<file path="config.mk">
export PLATFORM = sky130hd
export DESIGN_NAME = pulse_width_generator
export DESIGN_NICKNAME = d
export VERILOG_FILES = /design/src/rtl/pulse_width_generator.sv
export SDC_FILE = /design/constraint.sdc
export NUM_CORES = 1
export LEC_CHECK = 0
export ABC_AREA = 1
export ABC_CLOCK_PERIOD_IN_PS = 3400
export CELL_PAD_IN_SITES_DETAIL_PLACEMENT = 1
export CELL_PAD_IN_SITES_GLOBAL_PLACEMENT = 1
export CORE_ASPECT_RATIO = 1.5
export CORE_MARGIN = 8
export CORE_UTILIZATION = 47
export CTS_BUF_LIST = sky130_fd_sc_hd__clkbuf_4 sky130_fd_sc_hd__clkbuf_8
export DETAILED_ROUTE_END_ITERATION = 10
export GPL_TIMING_DRIVEN = 0
export PLACE_DENSITY_LB_ADDON = 0.1
export SYNTH_ARGS = -nofsm -noshare
export SYNTH_HDL_FRONTEND = slang
export SYNTH_SLANG_ARGS = --single-unit
</file>
<file path="constraint.sdc">
create_clock -name clk -period 3.4 [get_ports clk]
set_input_delay 1.02 -clock clk [delete_from_list [all_inputs] [get_ports clk]]
set_output_delay 1.02 -clock clk [all_outputs]
set_load 0.02 [all_outputs]
</file>
<file path="src/rtl/pulse_width_generator.sv">
// Programmable pulse-train source: num_pulses pulses of width_ms high with gap_ms low between.
// Latency: pulse_out rises one edge after start; backpressure: none, start is ignored outside IDLE.
module pulse_width_generator #(
    parameter int CLKS_PER_MS = 50000,
    parameter int MS_W        = 16
) (
    input  logic            clk,
    input  logic            rst,
    input  logic            start,
    input  logic            abort,
    input  logic [MS_W-1:0] width_ms,
    input  logic [MS_W-1:0] gap_ms,
    input  logic [7:0]      num_pulses,
    output logic            pulse_out,
    output logic            ready,
    output logic            busy,
    output logic            done_tick,
    output logic [7:0]      pulse_count
);

    localparam int PW = (CLKS_PER_MS > 1) ? $clog2(CLKS_PER_MS) : 1;
    localparam logic [PW-1:0]   PRESC_MAX = PW'(CLKS_PER_MS - 1);
    localparam logic [PW-1:0]   PRESC_ONE = PW'(1);
    localparam logic [MS_W-1:0] MS_ONE    = MS_W'(1);

    typedef enum logic [1:0] {
        S_IDLE = 2'd0,
        S_HIGH = 2'd1,
        S_GAP  = 2'd2,
        S_DONE = 2'd3
    } state_t;

    state_t          state_q, state_d;
    logic [PW-1:0]   presc_q, presc_d;
    logic [MS_W-1:0] ms_q, ms_d;
    logic [MS_W-1:0] width_q, width_d;
    logic [MS_W-1:0] gap_q, gap_d;
    logic [7:0]      num_q, num_d;
    logic [7:0]      count_q, count_d;
    logic            pulse_q, pulse_d;
    logic            ms_wrap;

    assign ms_wrap = (presc_q == PRESC_MAX);

    always_comb begin
        state_d = state_q;
        presc_d = presc_q;
        ms_d    = ms_q;
        width_d = width_q;
        gap_d   = gap_q;
        num_d   = num_q;
        count_d = count_q;

        case (state_q)
            S_IDLE: begin
                // abort wins over a simultaneous start
                if (start && !abort) begin
                    width_d = width_ms;
                    gap_d   = gap_ms;
                    num_d   = num_pulses;
                    count_d = 8'd0;
                    presc_d = '0;
                    ms_d    = '0;
                    if (width_ms == '0 || num_pulses == 8'd0) state_d = S_DONE;
                    else                                      state_d = S_HIGH;
                end
            end
            S_HIGH: begin
                if (abort) begin
                    state_d = S_IDLE;
                end else if (ms_wrap && ms_q == width_q - MS_ONE) begin
                    count_d = count_q + 8'd1;
                    presc_d = '0;
                    ms_d    = '0;
                    if (count_q + 8'd1 == num_q) state_d = S_DONE;
                    else                         state_d = S_GAP;
                end else if (ms_wrap) begin
                    presc_d = '0;
                    ms_d    = ms_q + MS_ONE;
                end else begin
                    presc_d = presc_q + PRESC_ONE;
                end
            end
            S_GAP: begin
                // a zero gap still spends one low cycle so pulses stay separable
                if (abort) begin
                    state_d = S_IDLE;
                end else if (gap_q == '0 || (ms_wrap && ms_q == gap_q - MS_ONE)) begin
                    presc_d = '0;
                    ms_d    = '0;
                    state_d = S_HIGH;
                end else if (ms_wrap) begin
                    presc_d = '0;
                    ms_d    = ms_q + MS_ONE;
                end else begin
                    presc_d = presc_q + PRESC_ONE;
                end
            end
            S_DONE: begin
                state_d = S_IDLE;
            end
            default: begin
                state_d = S_IDLE;
            end
        endcase

        pulse_d = (state_d == S_HIGH);
    end

    always_ff @(posedge clk or negedge rst) begin
        if (!rst) begin
            state_q <= S_IDLE;
            presc_q <= '0;
            ms_q    <= '0;
            width_q <= '0;
            gap_q   <= '0;
            num_q   <= 8'd0;
            count_q <= 8'd0;
            pulse_q <= 1'b0;
        end else begin
            state_q <= state_d;
            presc_q <= presc_d;
            ms_q    <= ms_d;
            width_q <= width_d;
            gap_q   <= gap_d;
            num_q   <= num_d;
            count_q <= count_d;
            pulse_q <= pulse_d;
        end
    end

    assign pulse_out   = pulse_q;
    assign ready       = (state_q == S_IDLE);
    assign busy        = (state_q == S_HIGH) || (state_q == S_GAP);
    assign done_tick   = (state_q == S_DONE);
    assign pulse_count = count_q;

endmodule
</file>
# Word level (Yosys, flattened, before mapping)
# Cells that the tools add are included.
[totals] register_bits=83 in_bits=44 output_inout_bits=12 wordCells=66
[op_classes] add_sub_neg=5 eq_ne=12 mux=25 n_reduce_logical=16
[ops] op="two-way mux 16 bit" n=11
[ops] op="case mux 16 bit (3 select lines)" n=2
[ops] op="adder 16 x 1 -> 16 bit, second input constant" n=2
[ops] op="equality test 16 bit" n=2
[ops] op="zero test 16 bit" n=2
[ops] op="subtractor 16 x 1 -> 16 bit, second input constant" n=2
[ops] op="two-way mux 8 bit" n=3
[ops] op="equality test 16 bit, second input constant" n=1
[ops] op="case mux 8 bit (2 select lines)" n=1
[ops] op="two-way mux 2 bit" n=6
[ops] op="adder 8 x 1 -> 8 bit, second input constant" n=1
[ops] op="equality test 8 bit" n=1
[ops] op="zero test 8 bit" n=1
[ops] op="case mux 2 bit (4 select lines)" n=1
[ops] op="AND reduction 4 bit" n=2
[ops] op="!= test 2 bit, second input constant" n=3
[ops] op="equality test 2 x 1 -> 1 bit, second input constant" n=2
[ops] op="equality test 2 bit, second input constant" n=2
[ops] op="logical AND 1 bit" n=3
[ops] op="logical OR 1 bit" n=3
[ops] op="nonzero test 3 bit" n=1
[ops] op="zero test 2 bit" n=1
[ops] op="!= test 2 x 1 -> 1 bit, second input constant" n=1
[ops] op="AND reduction 2 bit" n=1
[ops] op="other kinds (3)" n=3

# Depth between registers and ports, before layout
[logic_depth] depth_word=8 mapped_depth=17

# Worst setup path after synthesis
# OpenSTA, ideal clock, no wires.
[synth_timing] path_type="input to register" startpoint="in abort" endpoint="reg presc_q[10]" setup_ps=83 arrival_time_ps=2265 required_time_ps=3317 setup_slack_ps=1052 path_stages=8 path_buffers=1 cell_sequence="nor2_1 > nor3_4 > nor3_4 > inv_1 > nor3_2 > nand2_2 > buf_4 > o22ai_1"
[synth_between] elab_chain_cells=4 elab_cells_between_ends=6
[synth_rtl] item="start: declaration" line="10" text="input logic abort,"
[synth_rtl] item="zero test 1 bit" line="57" text="if (start && !abort) begin"
[synth_rtl] item="logical AND 1 bit" line="57"
[synth_rtl] item="!= test 2 x 1 -> 1 bit (no source line)"
[synth_rtl] item="AND reduction 4 bit (no source line) (*)"
[synth_rtl] item="end signal: assignment" line="122" text="presc_q <= presc_d;"
[synth_rtl] item="end: declaration" line="34" text="logic [PW-1:0] presc_q, presc_d;"
# Every way passes the cells marked *; elsewhere a longest branch is shown, timed or not.
# A chain may end at the register's enable or synchronous reset.

# Final worst setup path
[layout_timing] startpoint="reg state_q[0]" endpoint="out ready"
[layout_between] elab_chain_cells=1
[layout_rtl] item="start: declaration" line="33" text="state_t state_q, state_d;"
[layout_rtl] item="start signal: assignment" line="121" text="state_q <= state_d;"
[layout_rtl] item="zero test 2 bit" line="133" text="assign ready = (state_q == S_IDLE);"
[layout_rtl] item="end: declaration" line="15" text="output logic ready,"
# Every way passes these cells.

==> impl_metrics.yaml <==
status:
  status: "completed"
synthesis:
  synth_cell_types: 43
  syn_avg_cell_area_um2: 7.42
  synthMuxAreaShare: 0.0278
  synth_commonest_cells: "166 x nand2_1, 109 x nor2_1, 100 x inv_1"
  ys_seq_area_frac: 0.369
  synth_fa_ha_area_frac: 0.0244
  synth_compound_area_frac: 0.0942
  ys_warn_count: 0
  synth_area_um2: 5630
  synth-main-ff-cell: "dfrtp_1"
  synthXorXnorAreaFrac: 0.0855
  synth_area_leaders: "dfrtp_1 37%, nand2_1 11%, nor2_1 7.3%"
  ys_async_sr_fraction: 1.00
  synth_top_family_by_area: "simple AND/OR/NAND/NOR gates"
  synth_edf_count: 0
  yosys.area_share.simple: 0.319
  yosys.cell_count.top_type: "nand2_1"
  synth_top_area_share: 0.369
  syn_inst: 759
  ys_ff_latch: 83
  syn_nets: 814
  yosys.area.top_type: "dfrtp_1"
sta:
  finalClockSkew_ps: 12.1
  rsz0062_at_grt: "false"
  layout_min_cycle_time_ps: 3020
  finalSetupViolCount: 0
  slew_headroom: 0.464
  finalCritPeriodShare: 0.889
  finalSetupTns_ps: 0
  maxSlewViolCount: 0
  hold_viol_final: 0
  max_freq_ghz: 0.331
  worst_pin_slew_ps: 804
worst_setup_path:
  crit_slowest_cell: "clkdlybuf4s50_1"
  slowest_delay_ps: 660
  startpoint_type: "flip-flop"
  worstPathRequired_ps: 2380
  cp_cell_sequence: "inv_1 > ha_1 > clkdlybuf4s50_1"
  worstSetupPathType: "flip-flop to output port"
  crit_buf_inv: 2
  crit_path_end_kind: "output port"
  path_delay_family: "buffers and inverters"
  critPathMaxFanout: 6
  cp.arrival_ps: 2000
power:
  p_leak_uw: 0.00294
  power.density_nw_per_um2: 666
  vdd_drop_max_uv: 266
global_routing:
  antenna_found_initial: 0
  busiest_layer: "met2"
  met3_usage: 0.0366
  use_met1: 0.246
  grt_use_total: 0.225
  overflow: 0
  first_global_vias: 5879
  grt_pass1_wl_mm: 28.7
  use_met2: 0.408
  grt_max_degree: 59
cts:
  cts_resized: 0
  cts.clk_slew.worst_paths_ps: 90
  postCtsSetupBuffers: 0
  cts.htree.levels: 3
  cts_root_buffer: "clkbuf_8"
  clock_latency_ps: 380
  clock_path_buffers: 2
  numCtsBuffers: 9
  cts_tree: "done"
  holdBufCountCts: 0
  clock_sinks: 83
die:
  die_y_um: 150
  initial_utilization: 0.476
  die_x_um: 105
  dieArea_um2: 15800
  rows: 49
  core_area_um2: 11800
  num_io_pins: 56
job:
  cap_violations: 0
final_layout:
  fin_nets: 881
  diodes: 0
  final_layout_size_suffix_gt1_frac: 0.0794
  final_util: 0.561
  syn2layout_area_growth_pct: 17.8
route:
  drcViolationCount: 0
  drt_first_pass_iters: 4
  wl_mm: 17.1
  avgRoutedWirePerCell_um: 17.4
  ant_nets: 0
  dr_total_vias: 5324
  first_iter_violations: 212
  viasPerCell: 5.41
placed_design:
  place_hpwl_mm: 13.5
  numPortBuffers: 55
  gp_congestion: 0.837
min_path:
  hp-class: "flip-flop to flip-flop"
path summary, 6_finish.rpt:
check	start	to	slack [ps]	cells past startpoint
max	state_q[0]	ready	380	3
min	presc_q[0]	presc_q[0]	510	1
max reg2reg	gap_q[0]	presc_q[6]	690	16
min reg2reg	presc_q[0]	presc_q[0]	510	1
max in group asynchronous	rst	presc_q[13]	2220	2
min in group asynchronous	rst	width_q[14]	550	1
cell families after synthesis:
logic type | count (synthesis)
and+or+nand+nor | 398
buffers and inverters | 117
DFF | 83
AOI/OAI and AO/OA | 81
xor gates and xnor gates | 55
muxes | 14
adders and majority gates | 11
worst reg2reg max path, stage by stage (launching register included):
cell,delay [ps]
dfrtp_1,400
inv_1,160
ha_1,220
nand3_1,200
nor2_1,200
nand2_1,120
o21ai_0,90
nand2_1,70
nor2_1,100
nand2_1,70
nor2_1,120
nand2_1,140
nand3_1,140
nand2_1,120
nand2_2,140
buf_4,200
o22ai_1,100
stage by stage:
stage          cells  hold slack [ps]  worst slack [ps]  area (µm²)  power (µW)
6_report         984              513               378        6640        4420
5_1_grt          984              554               298        6640        4750
4_1_cts          984              517               332        6640        4460
3_5_place_dp     968              503              47.1        6400        3570
3_3_place_gp     967              498             -1770        6370        3460
2_1_floorplan    759              474              1050        5630        2920
layout make-up:
type / instances / area [µm²]
buffer: 16 / 73.8
clock buffer: 11 / 151
clock inverter: 5 / 85.1
fill: 1521 / 5200
inverter: 101 / 379
multi-input combinational: 559 / 3100
sequential: 83 / 2080
tap: 153 / 191
timing repair buffer: 56 / 576
cells in the final DEF (no fill, tap or decap), types with 3 or more instances in the layout:
cell type        count
nand2_2              3
xnor2_1             22
nand3b_1             7
clkbuf_1            12
ha_1                11
clkdlybuf4s50_1     54
xor2_1              33
inv_1              100
nor2_4               3
o21ai_0             23
nor4_1               5
nor2_2               4
mux2_2              13
dfrtp_1             83
nand4_1             18
nor2_1             109
clkbuf_8            11
nand3_1             64
nand2_1            166
o22ai_2             10
a21oi_1             24
nor3_1              10
o22ai_1             16
registers in the layout, summed over array words and instances, names as in the netlist:
name and cells:
num_q 8, pulse_out 1, gap_q 16, pulse_count 8
state_q 2, presc_q 16, ms_q 16, width_q 16
power breakdown:
group          internal, µW  total [µW]  switching (µW)
Combinational           762        1970            1210
Sequential             1280        1590             308
Clock                   457         860             404
routing by layer:
layer | wire length [µm] | share of wire
met1 | 6700 | 0.39
met2 | 9040 | 0.53
met3 | 679 | 0.040
met4 | 665 | 0.039
met5 | 0 | 0
Power figures use the tool's default switching activity.
